File: config.mk
export PLATFORM = sky130hd
export DESIGN_NAME = pipe_stage_reg
export DESIGN_NICKNAME = d
export VERILOG_FILES = /design/src/rtl/pipe_pkg.sv /design/src/rtl/pipe_stage_reg.sv
export SDC_FILE = /design/constraint.sdc
export NUM_CORES = 1
export LEC_CHECK = 0
export CAP_MARGIN = 20
export CELL_PAD_IN_SITES_DETAIL_PLACEMENT = 0
export CELL_PAD_IN_SITES_GLOBAL_PLACEMENT = 1
export CORE_AREA = 2 2 145 182
export DETAILED_ROUTE_END_ITERATION = 6
export DIE_AREA = 0 0 147 184
export GPL_TIMING_DRIVEN = 0
export MAX_ROUTING_LAYER = met4
export PLACE_DENSITY = 0.82
export SLEW_MARGIN = 20
export SYNTH_ARGS = -nofsm -noshare
export SYNTH_HDL_FRONTEND = slang
export SYNTH_SLANG_ARGS = --single-unit
File: constraint.sdc
create_clock -name clk -period 1.7 [get_ports clk]
set_clock_uncertainty 0.05 [all_clocks]
set_input_delay 0.51 -clock clk [delete_from_list [all_inputs] [get_ports clk]]
set_output_delay 0.51 -clock clk [all_outputs]
set_load 0.05 [all_outputs]
File: src/rtl/pipe_pkg.sv
// Shared pipeline-stage definitions: occupancy state encoding and RISC-V NOP.
// Latency: n/a (types and constants only).
// Backpressure: n/a.
package pipe_pkg;

  // Encoding doubles as the occupancy count (number of valid entries).
  typedef enum logic [1:0] {
    EMPTY = 2'd0,
    ONE   = 2'd1,
    FULL  = 2'd2
  } occ_state_e;

  // addi x0, x0, 0 -- the canonical RV32I NOP, used as the IF/ID bubble.
  localparam logic [31:0] RV_NOP = 32'h0000_0013;

endpackage : pipe_pkg

File: src/rtl/pipe_stage_reg.sv
// Pipeline stage register with valid/ready handshake and optional skid entry.
// Latency: 1 cycle from accept to out_valid/out_data; 1 beat/cycle throughput.
// Backpressure: SKID=1 -> registered in_ready (absorbs one extra beat);
//               SKID=0 -> in_ready = empty | out_ready (combinational).
//
// Ports:
//   clk        rising-edge clock for all state
//   reset      asynchronous, active-low reset
//   in_valid   upstream presents a beat        in_ready   stage accepts a beat
//   in_data    upstream payload (WIDTH)
//   out_valid  head entry is valid             out_ready  downstream takes head
//   out_data   head payload, or BUBBLE when empty
//   flush      discard all held entries and any beat presented this cycle
//   occupancy  number of valid entries (0..2)
module pipe_stage_reg
  import pipe_pkg::*;
#(
  parameter int unsigned      WIDTH  = 96,
  parameter logic [WIDTH-1:0] BUBBLE = {WIDTH{1'b0}},
  parameter bit               SKID   = 1'b1
) (
  input  logic             clk,
  input  logic             reset,
  input  logic             in_valid,
  output logic             in_ready,
  input  logic [WIDTH-1:0] in_data,
  output logic             out_valid,
  input  logic             out_ready,
  output logic [WIDTH-1:0] out_data,
  input  logic             flush,
  output logic [1:0]       occupancy
);

  occ_state_e       state_q, state_d;
  logic [WIDTH-1:0] main_q;
  logic [WIDTH-1:0] skid_q;
  logic             rdy_q;

  logic accept;
  logic deliver;
  logic load_main;
  logic load_skid;
  logic skid_to_main;

  // Next-state and data-steering decode.
  always_comb begin
    state_d      = state_q;
    load_main    = 1'b0;
    load_skid    = 1'b0;
    skid_to_main = 1'b0;
    accept       = in_valid & in_ready & ~flush;
    deliver      = (state_q != EMPTY) & out_ready;

    case (state_q)
      EMPTY: begin
        if (accept) begin
          load_main = 1'b1;
          state_d   = ONE;
        end
      end
      ONE: begin
        if (accept && deliver) begin
          load_main = 1'b1;
        end else if (accept) begin
          load_skid = 1'b1;
          state_d   = FULL;
        end else if (deliver) begin
          state_d = EMPTY;
        end
      end
      FULL: begin
        // in_ready is low here, so only a drain can move the state.
        if (deliver) begin
          skid_to_main = 1'b1;
          state_d      = ONE;
        end
      end
      default: state_d = EMPTY;
    endcase

    // Flush overrides everything; a head delivered this cycle still counts
    // as delivered because downstream sampled it.
    if (flush) begin
      state_d = EMPTY;
    end
  end

  always_ff @(posedge clk or negedge reset) begin
    if (!reset) begin
      state_q <= EMPTY;
      rdy_q   <= 1'b1;
    end else begin
      state_q <= state_d;
      rdy_q   <= (state_d != FULL);
    end
  end

  always_ff @(posedge clk or negedge reset) begin
    if (!reset) begin
      main_q <= BUBBLE;
      skid_q <= BUBBLE;
    end else begin
      if (load_main) begin
        main_q <= in_data;
      end else if (skid_to_main) begin
        main_q <= skid_q;
      end
      if (load_skid) begin
        skid_q <= in_data;
      end
    end
  end

  // Without a skid entry, ready must pass through combinationally so a full
  // single entry can still accept while its head is being taken.
  assign in_ready  = SKID ? rdy_q : ((state_q == EMPTY) | out_ready);
  assign out_valid = (state_q != EMPTY);
  assign out_data  = out_valid ? main_q : BUBBLE;
  assign occupancy = state_q;

endmodule : pipe_stage_reg

Word-level counts from Yosys, hierarchy flattened. Cells that the tools add are included.

Reduce and logical (&&, ||, !) cells: 4. Muxes and demuxes: 17. Equality and inequality tests: 3. Bitwise logic cells: 4.

Operators with widths (number): 96-bit two-way mux (3); 2-bit two-way mux (6); 1-bit two-way mux (6); 2-bit one-hot mux with 3 select lines (1); 2-bit nonzero test (2); 1-bit AND (3); 2-bit by 1-bit equality test with 1-bit output, second input constant (1); 2-bit equality test, second input constant (1); 2-bit logical NOT (1); 2-bit inequality test, second input constant (1); 1-bit one-hot mux with 2 select lines (1); 1-bit logical AND (1); 1-bit NOT (1).

Register bits: 195. Input port bits: 101. Output and inout bits: 100.

Depth between registers and ports, before layout. Gate-level depths: netlist of the first run.

Word-level depth: 8. Mapped depth: 7. Depth with buffers taken out: 4.

Least setup slack after synthesis of the first run. No wires, ideal clock.

Path type: register to output. Start: register state_q[1] (netlist: occupancy[1]). End: output port out_data[86]. Data arrival time: 2089 ps. Path slack: -949 ps. Data required time: 1140 ps. Cell stages (with the launch flop): 5. Cell sequence: dfrtp_1 -> or2_1 -> clkbuf_2 -> clkbuf_1 -> and2_1.

Cells in the longest elaborated chain, start to end: 2.

Ends and longest elaborated chain: from (decl) (RTL line pipe_stage_reg.sv:34) `occ_state_e state_q, state_d;`; from (signal assigned) (RTL line pipe_stage_reg.sv:93) `state_q <= state_d;`; 2-bit nonzero test (RTL line pipe_stage_reg.sv:117) `assign out_valid = (state_q != EMPTY);`; net out_valid (RTL line pipe_stage_reg.sv:27) `output logic out_valid,`; 96-bit two-way mux (RTL line pipe_stage_reg.sv:118) `assign out_data = out_valid ? main_q : BUBBLE;`; to (decl) (RTL line pipe_stage_reg.sv:29) `output logic [WIDTH-1:0] out_data,`.

The timed path passes the listed nets, and every way through them passes these cells.

Worst setup path after layout of the first run.
Start: register state_q[1] (netlist: occupancy[1]). End: output port out_data[74].

Cells in the longest elaborated chain, start to end: 2.

Ends and longest elaborated chain (RTL line): 2-bit nonzero test (pipe_stage_reg.sv:117); 96-bit two-way mux (pipe_stage_reg.sv:118).

No other way between the ends.

==> results of run 1 <==
## placed cells by master (no fill, tap or decap), types with 2 or more instances in the layout
cell,count
dfrtp_1,192
buf_4,16
clkinv_4,4
o21ai_1,80
mux2_4,40
inv_6,3
mux2_2,56
buf_8,21
and2_2,46
clkbuf_16,26
dfrtp_2,2
nand2_2,12
clkbuf_4,2
and2_4,50
nand2_1,85
clkdlybuf4s50_1,98
mux2i_1,96
buf_6,109
o21ai_0,10
clkbuf_8,5
buf_12,32
buf_16,22
inv_8,4
o21ai_2,6
## worst paths after layout
check | endpoint | startpoint | cells past startpoint | slack (ns)
max | out_data[74] | occupancy[1] | 6 | -0.72
min | main_q[31] | reset | 2 | 0.40
max reg2reg | skid_q[65] | occupancy[1] | 11 | -0.46
min reg2reg | skid_q[54] | skid_q[54] | 1 | 0.46
max in group asynchronous | skid_q[87] | reset | 3 | 0.49
min in group clk | skid_q[54] | skid_q[54] | 1 | 0.46
## stage by stage
stage | utilization | setup slack (ns) | TNS (ns) | instance area [um2] | hold WS (ns)
final | 0.560 | -0.716 | -129.18 | 14100 | 0.402
after global routing | 0.560 | -0.760 | -148.37 | 14100 | 0.392
after CTS | 0.548 | -0.745 | -175.51 | 13800 | 0.388
after detailed placement | 0.465 | -1.05 | -220.38 | 11700 | 0.274
after global placement | 0.463 | -8.93 | -1806.90 | 11700 | 0.436
after floorplan | - | -0.236 | -23.47 | 9250 | 0.164
## metal layers
metal	part of all wire	wire length [um]
met2	0.51	12400
met4	0.0091	221
met3	0.049	1190
met5	0	0
met1	0.43	10500
## where the power goes
part	switching (uW)	internal [uW]
clock	1950	1970
combinational	1970	2350
sequential	578	5770
total	4500	10100
## area by class of cell
class,count,area share
well taps,335,0.0297
inverters,1,0.000266
repair buffers,264,0.242
clock inverters,13,0.00842
multi-input cells,496,0.284
plain buffers,53,0.0583
clock buffers,18,0.0311
flip-flops and latches,195,0.346
## kinds of logic (layout without fill, tap and decap cells)
| kind of cell | after synthesis | in the layout | synth area share |
|---|---|---|---|
| buffers and inverters | 54 | 349 | 0.0398 |
| multiplexers | 193 | 193 | 0.245 |
| AND/OR/NAND/NOR | 204 | 204 | 0.117 |
| AO/OA/AOI/OAI | 99 | 99 | 0.0555 |
| flip-flops | 195 | 195 | 0.543 |
## state kept, by name, indices dropped and copies added, names as in the netlist
signal and cells:
skid_q 96, in_ready 1, main_q 96, occupancy 2
## what timing repair did
item / 4_1_cts / 5_1_grt
hold buffers: 1 / 0
endpoints found under the setup margin: 286 / 295
pin swaps: 7 / 2
cloned: 25 / 3
buffers inserted: 34 / 2
endpoints found under the hold margin: 8 / 0
gates resized for setup: 799 / 79
==> summary.txt, run 1 <==
Run status
  – Status: finished, violations left
  – Failing checks: setup timing

Global routing
  – First-pass GRT wire length: between 30 and 40 mm
  – Largest net degree at the start of global routing: 96
  – Total congestion overflow: 0
  – GRT met3 Usage: 0.0442
  – Busiest grt layer: met2
  – Met1 usage: 0.232
  – Vias in the first global route: 6,940
  – Initial antenna violation count: 0
  – Met2 Resource Use GR: 0.319
  – Tot GR Track Use: 0.189

Synth
  – Ys async rst share: 1.00
  – Synthesized Nets: approximately 850
  – Avg Cell Area, Syn: ~12 um2
  – Cell taking the most area after synthesis: dfrtp_1
  – Sequential area share after synthesis: 0.543
  – Syn Std Cell Area: around 0.0090 mm2
  – Synthesized flop and latch total: approximately 200
  – Netlist cell types: 30
  – Count leader, synth: dfrtp_1
  – Yosys warns: 0
  – Most used DFF post-synth: dfrtp_1
  – Commonest cells post-synth: dfrtp_1 (194), mux2i_1 (97), nand2_1 (97)
  – Number of synthesized flops with an enable pin: 0
  – Synth Instances: between 700 and 800
  – Top cells by area, synth: dfrtp_1 (54%), mux2i_1 (11%), mux2_2 (7.0%), and2_1 (6.7%), mux2_4 (6.7%)
  – Top-area cell type share of the netlist area: 0.540

STA
  – Fin. Hold Viols: 0
  – Relative slew slack: 0.656
  – Fmax: roughly 410 MHz
  – Pins Over Slew Limit: 0
  – Unrepaired setup endpoints after global routing: true
  – Setup violators final: slightly below 300
  – Setup ws final: -0.716 ns
  – Worst-margin pin slew: 0.516 ns
  – Final worst-path cycle share: 1.42
  – Min Clock Period, post-route: ~2.4 ns

Critical path
  – Top delay family on crit path: buffers and inverters
  – Critical Path AT: around 1.9 ns
  – Worst Setup End Kind: primary output
  – CP startpoint kind: flop
  – CP max stage delay: ~0.43 ns
  – Worst endpoint required time: 1.14 ns
  – CP dominant cell by count: buf_12
  – Buffers and inverters on the worst path: 4
  – Crit path kind: reg2out
  – Critical path peak fanout: 10
  – Critical-path cell list: or2_4, buf_12, buf_12, clkbuf_16, and2_4, buf_8
  – Crit path max-delay cell type: dfrtp_2

CTS
  – Clock slew at reported path FFs: around 0.08 ns
  – Worst-Skew Late Latency: roughly 0.43 ns
  – Clock tree from TritonCTS: done
  – Sink Count: around 200
  – Clk buf depth: 2
  – Htree depth: 4
  – Root buffer cell: clkbuf_16
  – CTS Buf Count: 17

Layout
  – Filler Cells Inserted: around 2.1k
  – Layout Nets: 1,129
  – Area of the multi-input gates: between 0.004 and 0.005 mm2
  – Post-route non-filler standard cell count: ~1.4k
  – Area growth from synthesis to layout: 57.0%
  – Register area: just under 0.005 mm2
  – Diodes inserted: 0
  – Share of post-route cells with drive strength above 1: 0.450

Die
  – Die span in y: ~180 um
  – I/O pins: 201
  – Die area: 0.0270 mm2
  – Die Wd: roughly 150 um
  – Num rows: 65
  – Initial Util: 0.357
  – Core Area: ~0.025 mm2

Job
  – Max-Cap Viols: 0

Routing
  – Vias per cell: ~4.8
  – Drt first-iter violations: roughly 190
  – Detailed-route wire length: 24.3 mm
  – WL/cell: about 18 um
  – Number of remaining DRC errors: 0
  – Via count: about 6.5k
  – Final ANT Viol Nets: 0
  – Detailed Routing Iterations Pass 1: 4

Power
  – Tot Pwr: roughly 15,000 uW
  – Worst vdd ir: just under 0.7 mV
  – Pwr Density: roughly 1000 mW/mm2
  – P_leak: a little over 0.007 uW

Placed design
  – Inst Count DP: 1,282
  – Post-DP HPWL: around 15 mm
  – RePlAce Congestion: 0.727
  – Number of port buffers: 200

Worst hold path
  – Hold crit path type: in2async
No activity file was read; power rests on OpenSTA's default activity.
==> run 2, diff against run 1 <==
--- a/config.mk
+++ b/config.mk
@@ -8,9 +8,9 @@
 export CAP_MARGIN = 20
 export CELL_PAD_IN_SITES_DETAIL_PLACEMENT = 0
 export CELL_PAD_IN_SITES_GLOBAL_PLACEMENT = 1
-export CORE_AREA = 2 2 145 182
+export CORE_AREA = 2 2 148 179
 export DETAILED_ROUTE_END_ITERATION = 6
-export DIE_AREA = 0 0 147 184
+export DIE_AREA = 0 0 150 181
 export GPL_TIMING_DRIVEN = 0
 export MAX_ROUTING_LAYER = met4
 export PLACE_DENSITY = 0.82
==> run 2 against run 1 <==
The run still ends with setup timing left. Non-clock buffer count fell by 11. Final cell count fell by 0.95%. Clock power barely moved. Global-route usage fell by 1.5 points. Via count decreased by 0.90%. Die area increased by 0.38%. Routed wire length rose by 0.74%. First-iteration DRC count rose by 19%. Flip-flop and latch count is the same. Count of clock-buffer cells in the layout is 2 higher. Design area is essentially flat. Largest cell class unchanged.
==> summary.txt, run 2 (same netlist as run 1, synthesis figures left out) <==
Global routing
  – Initial antenna violation count: 2
  – Largest net degree at the start of global routing: 97
  – First-pass GRT wire length: ~36 mm
  – Tot GR Track Use: 0.173
  – Vias in the first global route: around 6.5k
  – Total congestion overflow: 0

STA
  – Fin. Hold Viols: 0
  – Unrepaired setup endpoints after global routing: true
  – Final worst-path cycle share: 1.41
  – Min Clock Period, post-route: between 2 and 2.5 ns
  – Setup violators final: about 260
  – Fmax: about 420 MHz
  – Relative slew slack: 0.650
  – Setup ws final: -0.696 ns
  – Worst-margin pin slew: approximately 0.52 ns
  – Setup TNS: -74.33 ns
  – Pins Over Slew Limit: 0

Placed design
  – Inst Count DP: ~1.3k
  – Number of port buffers: 200
  – RePlAce Congestion: 0.726
  – Placed inst area: around 0.012 mm2
  – Post-DP HPWL: around 15 mm

Job
  – Max-Cap Viols: 0

Layout
  – Highest-count cells in the layout ignoring fill and taps: dfrtp_1 (192), buf_6 (98), clkdlybuf4s50_1 (96)
  – Final non-filler cell area: around 0.014 mm2
  – Share of post-route cells with drive strength above 1: 0.508
  – Commonest non-fill, non-tap cell in the layout: dfrtp_1
  – Filler Cells Inserted: 2,171
  – Area growth from synthesis to layout: 57.2%
  – Post-route non-filler standard cell count: approximately 1.4k
  – Layout Nets: 1,118

Power
  – P_leak: approximately 0.007 uW
  – Pwr Density: ~1000 mW/mm2
  – Worst vdd ir: between 0.5 and 0.6 mV

CTS
  – Htree depth: 4
  – Root buffer cell: clkbuf_16
  – Clock slew at reported path FFs: about 0.080 ns
  – Clk buf depth: 2
  – Worst-Skew Late Latency: 0.42 ns
  – Clock tree from TritonCTS: done
  – CTS Buf Count: 17
  – Sink Count: 195

Critical path
  – Critical path peak fanout: 8
  – CP startpoint kind: flop
  – Worst endpoint required time: between 1 and 1.5 ns
  – Critical Path AT: around 1.8 ns
  – Crit path kind: reg2out
  – Worst Setup End Kind: primary output
  – Reg2Reg Depth: 9

Die
  – Initial Util: 0.355
  – I/O pins: 201
  – Die area: around 0.027 mm2
  – Num rows: 64
  – Core Area: around 0.025 mm2
  – Die span in y: between 150 and 200 um
  – Die Wd: ~150 um

Routing
  – Final ANT Viol Nets: 0
  – Via count: roughly 6.5k
  – WL/cell: 18.0 um
  – Number of remaining DRC errors: 0
  – Drt first-iter violations: around 230
  – Detailed-route wire length: about 25 mm
  – Detailed Routing Iterations Pass 1: 4
  – Vias per cell: 4.76

Run status
  – Failing checks: setup timing
  – Status: finished, violations left

Worst hold path
  – Hold crit path type: in2async
-- run 2: cell types whose count changed in the layout (fill, tap and decap cells not counted), sizes merged --
cell,before,now
bufbuf,1,0
dlymetal6s2s,0,2
buf,201,177
clkbuf,33,49
clkdlybuf4s50,98,96
clkinv,5,4
diode,0,2
-- run 2: worst paths after layout --
path	start	endpoint	slack [ns]
worst min-delay path	reset	skid_q[83]	0.41
max in group asynchronous	reset	skid_q[30]	0.48
min in group clk	flush	occupancy[0]	0.43
worst max register to register	occupancy[0]	main_q[72]	-0.13
worst max-delay path	occupancy[1]	out_data[63]	-0.70
worst min register to register	skid_q[52]	skid_q[52]	0.46
-- run 2: worst max-delay path: stages, from the launching register on --
cell and delay [ns]:
dfrtp_2 0.42, or2_4 0.26, buf_12 0.15, buf_12 0.14, clkbuf_16 0.15, and2_4 0.14, buf_6 0.14
-- run 2: final cells by class --
cell class / instances / area [um2] / share of cell area
Clock inverter: 12 / 110 / 0.00779
Inverter: 1 / 3.75 / 0.000266
Tap cell: 330 / 413 / 0.0292
Buffer: 51 / 786 / 0.0556
Sequential cell: 195 / 4880 / 0.346
Antenna cell: 2 / 5.00 / 0.000354
Clock buffer: 20 / 447 / 0.0316
Timing Repair Buffer: 255 / 3190 / 0.226
Multi-Input combinational cell: 496 / 4290 / 0.304
-- run 2: metrics by stage --
step / worst slack [ns] / hold WS [ns] / power, uW / utilization
after floorplan: -0.236 / 0.164 / 8890 / -
after global placement: -9.01 / 0.436 / 10000 / 0.461
after detailed placement: -0.992 / 0.260 / 10100 / 0.463
after CTS: -0.735 / 0.393 / 14300 / 0.499
after global routing: -0.756 / 0.401 / 15400 / 0.558
final: -0.696 / 0.409 / 14600 / 0.558
-- run 2: per-layer routing --
layer / global-route usage / routed length [um] / up-vias
met3: 0.0457 / 1280 / 21
met5: - / 0 / -
li1: - / - / 3072
met1: 0.223 / 10700 / 3244
met4: 0.0385 / 306 / 0
met2: 0.276 / 12300 / 140
-- run 2: power breakdown --
part / internal, uW / switching [uW] / total, uW
sequential: 5770 / 599 / 6370
clock: 1980 / 1930 / 3900
combinational: 2340 / 2010 / 4350
total: 10100 / 4530 / 14600
-- run 2: timing repair --
item                                   in CTS  in global routing
pin swaps                                   1                 66
gates resized for setup                   705                270
hold buffers                                1                  0
gates cloned                                4                 24
endpoints found under the hold margin       4                  0
setup endpoints to repair                 287                292
setup buffers                              10                 17
==> run 3, diff against run 2 <==
--- a/config.mk
+++ b/config.mk
@@ -5,15 +5,17 @@
 export SDC_FILE = /design/constraint.sdc
 export NUM_CORES = 1
 export LEC_CHECK = 0
+export ABC_AREA = 1
 export CAP_MARGIN = 20
 export CELL_PAD_IN_SITES_DETAIL_PLACEMENT = 0
 export CELL_PAD_IN_SITES_GLOBAL_PLACEMENT = 1
-export CORE_AREA = 2 2 148 179
+export CORE_AREA = 2 2 161 195
 export DETAILED_ROUTE_END_ITERATION = 6
-export DIE_AREA = 0 0 150 181
+export DIE_AREA = 0 0 163 197
 export GPL_TIMING_DRIVEN = 0
 export MAX_ROUTING_LAYER = met4
-export PLACE_DENSITY = 0.82
+export PLACE_DENSITY = 0.83
+export SKIP_CTS_REPAIR_TIMING = 1
 export SLEW_MARGIN = 20
 export SYNTH_ARGS = -nofsm -noshare
 export SYNTH_HDL_FRONTEND = slang
==> run 3 against run 2 <==
The flow still finishes with violations (setup timing). Flip-flop and latch count did not move. Sequential share of layout area fell by 3.1 points. Hold slack improved by 0.037 ns. Die area rose by 18%. Routed wire length rose by 34%. Non-clock buffer count rose by 57. Largest power group unchanged. Critical path type unchanged. Global-route usage rose by 3.1 points. Critical path depth rose by 1. Critical endpoint is now out_valid.
==> summary.txt, run 3 <==
Critical path
  – Crit path max-delay cell type: dfrtp_2
  – Critical path peak fanout: 7
  – Crit path kind: reg2out
  – CP startpoint kind: flop
  – Critical Path AT: approximately 1.9 ns
  – Worst Setup SP: occupancy[1]
  – Flop2flop setup slack: -0.10 ns
  – Worst endpoint required time: around 1.1 ns
  – CP max stage delay: 0.44 ns
  – Worst Setup End Kind: primary output
  – RR Startpoint: in_ready
  – Critical-path cell list: buf_12, nor2_4, buf_12, buf_16, buf_16, clkinvlp_4, buf_6

Layout
  – Final non-filler cell area: around 0.016 mm2
  – Finished Core Util: 0.514
  – Layout Nets: 1,761
  – Post-route non-filler standard cell count: a little over 2k
  – Share of post-route cells with drive strength above 1: 0.291
  – Highest-count cells in the layout ignoring fill and taps: nand2_1 (282), inv_1 (194), dfrtp_1 (192)
  – Commonest non-fill, non-tap cell in the layout: nand2_1
  – Area growth from synthesis to layout: 53.0%

Synth
  – Synthesized Nets: 1,492
  – Top-area cell type share of the netlist area: 0.479
  – Number of synthesized flops with an enable pin: 0
  – Cell taking the most area after synthesis: dfrtp_1
  – Sequential area share after synthesis: 0.481
  – Count leader, synth: nand2_1
  – Syn Std Cell Area: 0.0101 mm2
  – Avg Cell Area, Syn: between 7 and 8 um2
  – Yosys warns: 0
  – Top cells by area, synth: dfrtp_1 (48%), nand2_1 (15%), inv_1 (7.2%), o21ai_1 (6.0%), nand4_1 (5.9%)
  – Commonest cells post-synth: nand2_1 (393), inv_1 (195), dfrtp_1 (194)
  – Synthesized flop and latch total: about 200
  – Netlist cell types: 22
  – Synth Instances: roughly 1.4k
  – Ys async rst share: 1.00
  – Most used DFF post-synth: dfrtp_1

Routing
  – Via count: roughly 10k
  – Final ANT Viol Nets: 0
  – Number of remaining DRC errors: 0
  – Detailed-route wire length: about 33 mm
  – Detailed Routing Iterations Pass 1: 7
  – WL/cell: between 15 and 20 um
  – Drt first-iter violations: 578
  – Vias per cell: about 5

STA
  – Relative slew slack: 0.656
  – Fin. Hold Viols: 0
  – Fmax: 404 MHz
  – Pins Over Slew Limit: 0
  – Min Clock Period, post-route: 2.47 ns
  – Unrepaired setup endpoints after global routing: true
  – Setup TNS: -73.54 ns
  – Setup violators final: 174
  – Worst-margin pin slew: 0.516 ns
  – Final worst-path cycle share: 1.45
  – Setup ws final: -0.772 ns

CTS
  – CTS Buf Count: 17
  – Sink Count: about 200
  – Root buffer cell: clkbuf_16
  – Worst-Skew Late Latency: between 0.4 and 0.5 ns
  – Htree depth: 4
  – Clock tree from TritonCTS: done
  – Clk buf depth: 2
  – Clock slew at reported path FFs: 0.08 ns

Global routing
  – Total congestion overflow: 0
  – Vias in the first global route: about 10k
  – Largest net degree at the start of global routing: 86
  – Tot GR Track Use: 0.205
  – Initial antenna violation count: 1
  – First-pass GRT wire length: 51.1 mm

Die
  – Die area: between 0.03 and 0.04 mm2
  – Die Wd: approximately 160 um
  – Initial Util: 0.336
  – Num rows: 70
  – Core Area: approximately 0.03 mm2
  – Die span in y: between 150 and 200 um
  – I/O pins: ~200

Placed design
  – Inst Count DP: between 1.5k and 2k
  – Placed inst area: about 0.013 mm2
  – RePlAce Congestion: roughly 0.8
  – Post-DP HPWL: approximately 22 mm
  – Number of port buffers: between 150 and 200
  – Pre-CTS WS: -1.21 ns

Run status
  – Failing checks: setup timing
  – Status: finished, violations left

Power
  – Pwr Density: ~990 mW/mm2
  – Worst vdd ir: between 0.4 and 0.5 mV
  – P_leak: 0.00766 uW

Worst hold path
  – Hold path startpoint: skid_q[20]
  – Hold crit path type: reg2reg

Job
  – Max-Cap Viols: 0
run 3: worst max-delay path: cells and delay by family (launching register included):
family                 cells  cell delay, ns
AND/OR/NAND/NOR            1            0.17
buffers and inverters      6            0.85
flip-flops                 1            0.44
run 3: routing by layer:
metal / global-route usage / wire length, um
met5: - / 0
met4: 0.0587 / 632
met3: 0.0269 / 1440
met2: 0.340 / 16900
met1: 0.263 / 14000
run 3: logic make-up (layout without fill, tap and decap cells):
group | Yosys count | count (layout) | synth area share
buffers and inverters | 312 | 594 | 0.126
other | 0 | 1 | 0
AOI/OAI and AO/OA | 193 | 193 | 0.0952
DFF | 195 | 195 | 0.481
and+or+nand+nor | 691 | 691 | 0.297
run 3: metrics by stage:
step	hold slack, ns	total power [uW]
3_5_place_dp	0.341	10600
5_1_grt	0.463	16100
6_report	0.445	15300
2_1_floorplan	0.164	9180
4_1_cts	-0.130	14900
3_3_place_gp	0.420	10500
run 3: final cells by class:
| type | instances | area, um2 |
|---|---|---|
| diodes | 1 | 2.50 |
| plain buffers | 111 | 898 |
| clock buffers | 18 | 429 |
| clock inverters | 14 | 191 |
| fillers | 2971 | 14700 |
| inverters | 199 | 753 |
| multi-input cells | 884 | 5140 |
| flip-flops and latches | 195 | 4880 |
| well taps | 396 | 495 |
| repair buffers | 252 | 2730 |
run 3: final timing paths:
check | to | depth (start not counted)
worst max-delay path | out_valid | 7
worst min-delay path | skid_q[20] | 2
worst max register to register | main_q[15] | 9
worst min register to register | skid_q[20] | 2
max in group asynchronous | in_ready | 4
min in group asynchronous | main_q[44] | 3
run 3: report_power, final:
group,internal (uW),switching [uW],leakage [uW]
combinational,1860,2960,0.00499
sequential,5640,556,0.00236
clock,2260,2040,0.000304
